**config.mk**
```make
export PLATFORM = sky130hd
export DESIGN_NAME = ps2_rx_scancode
export DESIGN_NICKNAME = d
export VERILOG_FILES = /design/src/rtl/ps2_rx_scancode.sv
export SDC_FILE = /design/constraint.sdc
export NUM_CORES = 1
export LEC_CHECK = 0
export ABC_CLOCK_PERIOD_IN_PS = 2100
export BUFFER_PORTS_ARGS = -buffer_cell sky130_fd_sc_hd__buf_2
export CORE_UTILIZATION = 53
export CTS_CLUSTER_DIAMETER = 100
export DETAILED_ROUTE_END_ITERATION = 8
export PLACE_DENSITY = 0.75
export SLEW_MARGIN = 20
export SYNTH_ARGS = -nofsm -noshare
export SYNTH_HDL_FRONTEND = slang
export SYNTH_SLANG_ARGS = --single-unit
export TNS_END_PERCENT = 30
```
**constraint.sdc**
```tcl
create_clock -name clk -period 2.1 [get_ports clk]
set_input_delay 0.105 -clock clk [delete_from_list [all_inputs] [get_ports clk]]
set_output_delay 0.105 -clock clk [all_outputs]
set_load 0.005 [all_outputs]
```
**src/rtl/ps2_rx_scancode.sv**
```systemverilog
// PS/2 device-to-host receiver: deserializes 11-bit frames into scan codes with a previous-byte history.
// Optional macro PS2_CLK_FILTER_EN adds a FILTER_LEN-sample glitch filter on the synchronized ps2_clk.
module ps2_rx_scancode #(
   parameter int TIMEOUT_CYCLES = 50000,
   parameter int FILTER_LEN     = 8
) (
   input  logic       clk,
   input  logic       rst_n,
   input  logic       ps2_clk,
   input  logic       ps2_data,
   output logic [7:0] scan_code,
   output logic [7:0] prev_code,
   output logic       code_valid,
   output logic       frame_err,
   output logic       busy
);
   localparam int TW = $clog2(TIMEOUT_CYCLES + 1);
   localparam logic [TW-1:0] TO_LAST = TW'(TIMEOUT_CYCLES - 1);

   typedef enum logic [1:0] {IDLE, DATA, PARITY, STOP} state_t;

   state_t        state;
   logic          clk_s1, clk_s2, data_s1, data_s2;
   logic          clk_filt, clk_prev, fe, data_q;
   logic [7:0]    shreg;
   logic [2:0]    bit_cnt;
   logic          parity_bit;
   logic [TW-1:0] to_cnt;

   if (FILTER_LEN < 1) begin : g_filter_len_check
      $error("FILTER_LEN must be at least 1");
   end

   // Synchronizers reset high so an idle bus never looks like an edge.
   always_ff @(posedge clk or negedge rst_n) begin
      if (!rst_n) begin
         clk_s1  <= 1'b1;
         clk_s2  <= 1'b1;
         data_s1 <= 1'b1;
         data_s2 <= 1'b1;
      end else begin
         clk_s1  <= ps2_clk;
         clk_s2  <= clk_s1;
         data_s1 <= ps2_data;
         data_s2 <= data_s1;
      end
   end

`ifdef PS2_CLK_FILTER_EN
   localparam int FW = (FILTER_LEN > 1) ? $clog2(FILTER_LEN) : 1;
   logic [FW-1:0] filt_cnt;

   // The filtered level flips only after FILTER_LEN consecutive disagreeing samples.
   always_ff @(posedge clk or negedge rst_n) begin
      if (!rst_n) begin
         clk_filt <= 1'b1;
         filt_cnt <= '0;
      end else if (clk_s2 == clk_filt) begin
         filt_cnt <= '0;
      end else if (filt_cnt == FW'(FILTER_LEN - 1)) begin
         clk_filt <= clk_s2;
         filt_cnt <= '0;
      end else begin
         filt_cnt <= filt_cnt + 1'b1;
      end
   end
`else
   assign clk_filt = clk_s2;
`endif

   // Registered falling-edge strobe; data is delayed alongside it to stay aligned.
   always_ff @(posedge clk or negedge rst_n) begin
      if (!rst_n) begin
         clk_prev <= 1'b1;
         fe       <= 1'b0;
         data_q   <= 1'b1;
      end else begin
         clk_prev <= clk_filt;
         fe       <= clk_prev & ~clk_filt;
         data_q   <= data_s2;
      end
   end

   assign busy = (state != IDLE);

   // Frame FSM; a falling edge in the same cycle as the timeout wins over the abort.
   always_ff @(posedge clk or negedge rst_n) begin
      if (!rst_n) begin
         state      <= IDLE;
         shreg      <= '0;
         bit_cnt    <= '0;
         parity_bit <= 1'b0;
         to_cnt     <= '0;
         scan_code  <= '0;
         prev_code  <= '0;
         code_valid <= 1'b0;
         frame_err  <= 1'b0;
      end else begin
         code_valid <= 1'b0;
         frame_err  <= 1'b0;

         if (state == IDLE || fe) begin
            to_cnt <= '0;
         end else if (to_cnt != '1) begin
            to_cnt <= to_cnt + 1'b1;
         end

         case (state)
            IDLE: begin
               if (fe && !data_q) begin
                  state   <= DATA;
                  bit_cnt <= '0;
               end
            end
            DATA: begin
               if (fe) begin
                  shreg   <= {data_q, shreg[7:1]};
                  bit_cnt <= bit_cnt + 3'd1;
                  if (bit_cnt == 3'd7) begin
                     state <= PARITY;
                  end
               end
            end
            PARITY: begin
               if (fe) begin
                  parity_bit <= data_q;
                  state      <= STOP;
               end
            end
            STOP: begin
               if (fe) begin
                  state <= IDLE;
                  if (data_q && ((^shreg) ^ parity_bit)) begin
                     prev_code  <= scan_code;
                     scan_code  <= shreg;
                     code_valid <= 1'b1;
                  end else begin
                     frame_err <= 1'b1;
                  end
               end
            end
            default: state <= IDLE;
         endcase

         if (state != IDLE && !fe && to_cnt == TO_LAST) begin
            state     <= IDLE;
            frame_err <= 1'b1;
         end
      end
   end
endmodule

```
# [Yosys cells after proc, flatten, opt, wreduce, memory -nomap -nowiden]
# Index checks and enable logic that the tools add are counted.
[word_totals] ff_bits=55 input_bits=4 out_inout_bits=19 wordCells=70
[op_classes] add_sub_neg=2 n_eq_ne=13 muxes=19 n_bitwise=3 reduce_logical=17
[op_table] cell="$mux 16" n=2
[op_table] cell="$add 16x1->16 const B" n=1
[op_table] cell="$eq 16x16->1 const B" n=1
[op_table] cell="$ne 16x16->1 const B" n=1
[op_table] cell="$mux 2" n=6
[op_table] cell="$ne 3x3->1 const B" n=4
[op_table] cell="$pmux 2 s4" n=1
[op_table] cell="$reduce_xor 8->1" n=1
[op_table] cell="$mux 1" n=7
[op_table] cell="$mux 3" n=2
[op_table] cell="$pmux 3 s2" n=1
[op_table] cell="$reduce_and 3->1" n=2
[op_table] cell="$reduce_bool 2->1" n=3
[op_table] cell="$reduce_and 5->1" n=1
[op_table] cell="$eq 2x2->1 const B" n=2
[op_table] cell="$logic_and 1x1->1" n=4
[op_table] cell="$reduce_and 2->1" n=2
[op_table] cell="$add 3x1->3 const B" n=1
[op_table] cell="$eq 3x3->1 const B" n=1
[op_table] cell="$ne 3x1->1 const B" n=1
[op_table] cell="$eq 2x1->1 const B" n=1
[op_table] cell="$logic_not 1->1" n=2
[op_table] cell="$logic_not 2->1" n=1
[op_table] cell="$ne 2x1->1 const B" n=1
[op_table] cell="other kinds (5)" n=5

# [Depth between registers and ports, before layout]
# Gate-level depths: netlist (run 1).
[depth] depth_word=7 depth_mapped=8 ltp_nobuf=7

# [Least setup slack after synthesis (run 1)]
# OpenSTA, ideal clock, no wires.
[synth_path] kind="reg2reg" from="register state[0]" to="register state[1]" setup_ns=0.131 arrival_time_ns=1.882 required_time_ns=1.969 setup_slack_ns=0.087 path_stages_with_launch=9 path_buffers=1 synth_period_minus_slack_ns=2.013 path_cell_list="dfrtp_1 > inv_1 > ha_1 > clkbuf_1 > nor2_1 > nand4b_1 > nor4_1 > nor3b_1 > or3_1"
[synth_between] elab_chain_cells=5 elab_cells_between_ends=15 classes_between="eq/ne (8); mux (2); reduce/logical (5)"
[synth_lines] element="start, declared" line_no="22" text="state_t state;"
[synth_lines] element="start signal, assigned" line_no="89" text="state <= IDLE;"
[synth_lines] element="start signal, assigned" line_no="111" text="state <= DATA;"
[synth_lines] element="start signal, assigned" line_no="120" text="state <= PARITY;"
[synth_lines] element="$reduce_bool 2->1" line_no="145" text="if (state != IDLE && !fe && to_cnt == TO_LAST) begin"
[synth_lines] element="$logic_and 1x1->1 (2 in a row)" line_no="145"
[synth_lines] element="$ne 3x3->1 (no source line) or $ne 3x1->1 (tied branches)"
[synth_lines] element="$reduce_and 5->1 (no source line)"
# Several ways; a longest one is shown, not always the timed one.
# A chain may end at the register's enable or synchronous reset.

# [Worst setup path after layout (run 1)]
[layout_path] from="register shreg[2]" to="register prev_code[1]"
[layout_between] elab_chain_cells=4
[layout_lines] element="start, declared" line_no="25" text="logic [7:0] shreg;"
[layout_lines] element="start signal, assigned" line_no="117" text="shreg <= {data_q, shreg[7:1]};"
[layout_lines] element="$reduce_xor 8->1" line_no="133" text="if (data_q && ((^shreg) ^ parity_bit)) begin"
[layout_lines] element="$xor 1x1->1" line_no="133"
[layout_lines] element="$logic_and 1x1->1" line_no="133"
[layout_lines] element="$reduce_and 3->1 (no source line)"
[layout_lines] element="end signal, assigned" line_no="134" text="prev_code <= scan_code;"
[layout_lines] element="end, declared" line_no="12" text="output logic [7:0] prev_code,"
# No other way between the ends.

==> results of run 1 <==
routing by layer:
| metal | track usage, % | share of wire [%] | vias up |
|---|---|---|---|
| met4 | 9.37 | 2.0 | 0 |
| met5 | 0 | 0 | - |
| met3 | 4.44 | 3.3 | 6 |
| met2 | 27.8 | 44 | 26 |
| met1 | 26.5 | 51 | 795 |
| li1 | - | - | 835 |
power by group:
part | internal [W] | total, W | switching (W)
Combinational | 0.000527 | 0.00101 | 0.000480
Clock | 0.000240 | 0.000586 | 0.000346
Sequential | 0.00122 | 0.00136 | 0.000143
sequential cells by signal, summed over array words and instances (netlist names):
| name | count |
|---|---|
| data_s1 | 1 |
| scan_code | 8 |
| bit_cnt | 3 |
| clk_s1 | 1 |
| to_cnt | 16 |
| clk_prev | 1 |
| data_s2 | 1 |
| clk_filt | 1 |
| fe | 1 |
| state | 2 |
| parity_bit | 1 |
| data_q | 1 |
| frame_err | 1 |
| prev_code | 8 |
| code_valid | 1 |
| shreg | 8 |
layout make-up:
| cell class | instances | area, um2 |
|---|---|---|
| clock inverter | 2 | 16.3 |
| clock buffer | 6 | 72.6 |
| timing repair buffer | 34 | 220 |
| inverter | 5 | 18.8 |
| multi-input combinational | 153 | 1160 |
| sequential | 55 | 1380 |
| tap | 67 | 83.8 |
| fill | 373 | 1770 |
critical path: stages, from the launching register on:
cell	delay, ps
dfrtp_1	430
xnor2_1	180
xnor3_1	450
xnor2_2	240
nand4_4	130
buf_12	180
mux2_4	300
synthesized netlist by cell type, drive strengths merged:
master / count / area [um2]
dfrtp: 49 / 1230
nor2b: 5 / 31.3
mux2: 26 / 327
nand4: 3 / 33.8
ha: 7 / 87.6
xnor2: 15 / 146
nor3b: 2 / 15.0
nand2: 16 / 60.1
o2111ai: 1 / 8.76
xor2: 3 / 26.3
a31o: 1 / 8.76
o22ai: 1 / 6.26
xnor3: 1 / 22.5
or3: 3 / 18.8
a21oi: 5 / 25.0
nor4: 8 / 50.1
a22oi: 2 / 15.0
nand4b: 1 / 8.76
nor2: 25 / 93.8
nor4b: 2 / 17.5
clkbuf: 5 / 18.8
mux2i: 1 / 10.0
a211oi: 2 / 15.0
o21ai: 7 / 35.0
inv: 5 / 18.8
buf: 3 / 21.3
nand3: 7 / 35.0
nor3: 3 / 15.0
dfstp: 6 / 158
a31oi: 4 / 25.0
or2: 2 / 12.5
per-stage QoR:
step,total power [W],instance area (um2),hold slack [ps],utilization [%],cells
floorplan,0.00214,2590,-191,-,221
global placement,0.00235,2830,20.8,59.8,311
detailed placement,0.00238,2830,21.6,59.8,311
CTS,0.00298,2950,213,62.4,322
global route,0.00314,2950,245,62.5,322
finish,0.00295,2950,208,62.5,322
timing repair:
action                                  in CTS  in global routing
endpoints found under the setup margin       0                  1
hold endpoints to repair                    15                  0
hold buffers                                 3                  0
resized for setup                            0                  2
placed cells by master, fill, tap and decap left out, drive strengths merged, types with 7 or more instances in the layout:
cell and instances:
nor2 25, ha 7, nand2 16, dfrtp 49, mux2 26, buf 31, nand3 7, xnor2 15
nor4 8, o21ai 7
kinds of logic (layout without fill, tap and decap cells):
logic type	after synthesis	in the layout	share of synthesized area, %
xor+xnor	19	19	7.53
simple gates	77	77	15.1
buf+inv	13	47	2.27
compound gates	23	23	5.36
fa+ha+maj	7	7	3.38
mux	27	27	13.0
flops	55	55	53.4
worst paths after layout:
check	from	to	slack, ps
worst max register to register	shreg[2]	prev_code[1]	80
min in group clk	clk_s1	clk_filt	360
max in group asynchronous	rst_n	clk_filt	1230
worst max-delay path	shreg[2]	prev_code[1]	80
worst min-delay path	rst_n	code_valid	210
worst min register to register	clk_s1	clk_filt	360
==> impl_metrics.ini, run 1 <==
[power]
vdd_ir_drop_max_v = 0.000584
leakagePower_nw = 1.39
p_per_area_mw_per_mm2 = 1000

[layout]
area_delta_synth_final_pct = 13.9
drive_above_1_share_pct = 30.6
diodes = 0
fin_nets = 265

[timing]
setup_tns_ps = 0
period_share_pct = 96.3
worst_slew_pin_slew_ps = 488
setup_slack_ps = 77.5
slew_violations = 0
rsz0062_at_grt = no
max_freq_ghz = 0.494
clock_skew_ps = 5.14
hold_viol = 0
setup_viol = 0
slew_headroom_pct = 67.1
min_period_ps = 2020

[clock_tree]
cts.sinks = 55
ctsRootBufferMaster = clkbuf_8
h-tree-depth = 2
cts_setup_buffers = 0
cts_buffer_depth = 2
cts_tree = done
cts_buffers = 5
clk_pin_slew_ps = 100
clk_latency_ps = 310

[die]
rows = 25
io-pin-count = 23
die_area_mm2 = 0.00518
start_util_pct = 54.9
die-width_um = 71.9
fp.dieH_um = 71.9
core_area_mm2 = 0.00472

[worst_hold_path]
min_path_type = in -> async

[drt]
routedWlPerCell_um = 12.7
wirelength_um = 4100
drt-pass1-iter-count = 4
drc = 0
final_antenna_net_count = 0
avgViaCountPerCell = 5.16
drtIter0Drc = 92
vias = 1662

[global_route]
antenna_found_initial = 0
grt_first_pass_wirelength_um = 7400
grt_max_degree = 26
grtUsageTotal_pct = 18.9
first_global_vias = 1632
grt-ovfl-total = 0

[yosys]
synth_fp_nets = 232
mappedNetlistArea_mm2 = 0.00259
yosys_register_bits = 55
syn_inst = 221
yosysWarningCount = 0
synth_area_per_cell_um2 = 11.7
synth.distinct_cells = 35
yosysSeqAreaShare_pct = 53.4

[placed_design]
hpwlAfterDp_um = 2920
preCtsSetupSlack_ps = 88.1
portBuffers = 22
place_congestion = 0.843

[critical_path]
reg2reg_depth = 6
path_max_fanout = 17
cp.arrival_ps = 2220
crit_path_end_kind = flip-flop
critical_path_class = reg -> reg
cp-start-kind = flip-flop
cp.required_ps = 2300

[status]
status = finished, final reports clean

[run]
drv_cap = 0
Power figures use the tool's default switching activity.
==> run 2: changes to the inputs <==
- REMOVE_ABC_BUFFERS: default -> 1
==> impl_metrics.ini, run 2 (synthesis gave the netlist of run 1 again) <==
[global_route]
grtUsageTotal_pct = 18.4
first_global_vias = 1744
grt_first_pass_wirelength_um = 7410
grt_max_degree = 56
antenna_found_initial = 0
grt-ovfl-total = 0

[layout]
stdcell_area_mm2 = 0.00293
diodes = 0
multi_input_area_mm2 = 0.00115
fin_nets = 263
nFillCells = 382
top_register = to_cnt
area_delta_synth_final_pct = 13.1
drive_above_1_share_pct = 29.2
final_common_cell = dfrtp_1
largest_reg_flops = 16
ff_latch_area_mm2 = 0.00138
final_cell_mix = dfrtp_1, nor2_1, buf_2

[critical_path]
cp-start-kind = flip-flop
path_max_fanout = 17
cp.arrival_ps = 2180
critical_path_class = reg -> reg
crit_path_end_kind = flip-flop
cp.required_ps = 2300

[clock_tree]
clk_pin_slew_ps = 90
cts.sinks = 55
ctsRootBufferMaster = clkbuf_8
cts_hold_buf = 3
cts_tree = done
cts_setup_buffers = 0
h-tree-depth = 2
cts_resized = 0
cts_buffer_depth = 2
clk_latency_ps = 300
cts_buffers = 5

[drt]
final_antenna_net_count = 0
drc = 0
routedWlPerCell_um = 13.3
dr_wl_met3_um = 103
avgViaCountPerCell = 5.29
drt-pass1-iter-count = 4
wirelength_um = 4240
drtIter0Drc = 57
vias = 1694
top_layer_used = met4
wl_met2_um = 2030
wl_met1_um = 2040

[timing]
period_share_pct = 94.2
slew_violations = 0
hold_viol = 0
min_period_ps = 1980
setup_tns_ps = 0
clock_skew_ps = 8.79
setup_viol = 0
worst_slew_pin_slew_ps = 669
rsz0062_at_grt = no
max_freq_ghz = 0.505
slew_headroom_pct = 55.4
setup_slack_ps = 121

[placed_design]
place_congestion = 0.812
hpwlAfterDp_um = 2880
preCtsSetupSlack_ps = 111
dpl_cell_area_mm2 = 0.00281
portBuffers = 22

[die]
fp.dieH_um = 71.9
start_util_pct = 54.9
io-pin-count = 23
die-width_um = 71.9
rows = 25
core_area_mm2 = 0.00472
die_area_mm2 = 0.00518

[run]
drv_cap = 0

[worst_hold_path]
min_path_type = reg -> reg

[power]
leakagePower_nw = 1.39
finalPower_w = 0.00292
p_per_area_mw_per_mm2 = 997
vdd_ir_drop_max_v = 0.000518

[status]
status = finished, final reports clean
-- run 2: cell count changes in the layout (fill, tap and decap cells not counted), sizes merged --
cell and change:
buf -2, clkinv +1, clkinvlp -1
-- run 2: path summary, 6_finish.rpt --
check                          from      endpoint  slack [ps]  cells after the start
hold / removal              data_s2        data_q         360                      0
setup reg to reg           shreg[2]  prev_code[0]         120                      6
max in group asynchronous     rst_n     to_cnt[1]        1180                      3
hold reg to reg             data_s2        data_q         360                      0
min in group asynchronous     rst_n  scan_code[5]         470                      3
setup / recovery           shreg[2]  prev_code[0]         120                      6
-- run 2: cell type report --
class / instances / area share (%)
sequential: 55 / 47.2
multi-input combinational: 153 / 39.2
timing repair buffer: 32 / 7.00
tap: 67 / 2.86
clock buffer: 6 / 2.48
inverter: 5 / 0.640
clock inverter: 2 / 0.598
-- run 2: per-layer routing --
layer,up-vias,track usage (%)
li1,831,-
met1,825,23.8
met2,32,30.2
met3,6,4.58
met4,0,6.75
met5,-,0
-- run 2: worst max-delay path: stages, from the launching register on --
cell     delay [ps]
dfrtp_1         430
xnor2_1         160
xnor3_1         440
xnor2_2         230
nand4_4         130
buf_12          180
mux2_4          290
-- run 2: through the flow --
step / hold slack, ps / std cells / utilization, %
floorplan: -191 / 213 / -
global placement: 211 / 309 / 59.5
detailed placement: 212 / 309 / 59.5
CTS: 362 / 320 / 62.1
global route: 365 / 320 / 62.1
finish: 360 / 320 / 62.1
-- run 2: report_power, final --
part / switching, W / total [W] / internal (W)
clock: 0.000342 / 0.000584 / 0.000242
sequential: 0.000146 / 0.00136 / 0.00122
combinational: 0.000457 / 0.000973 / 0.000515
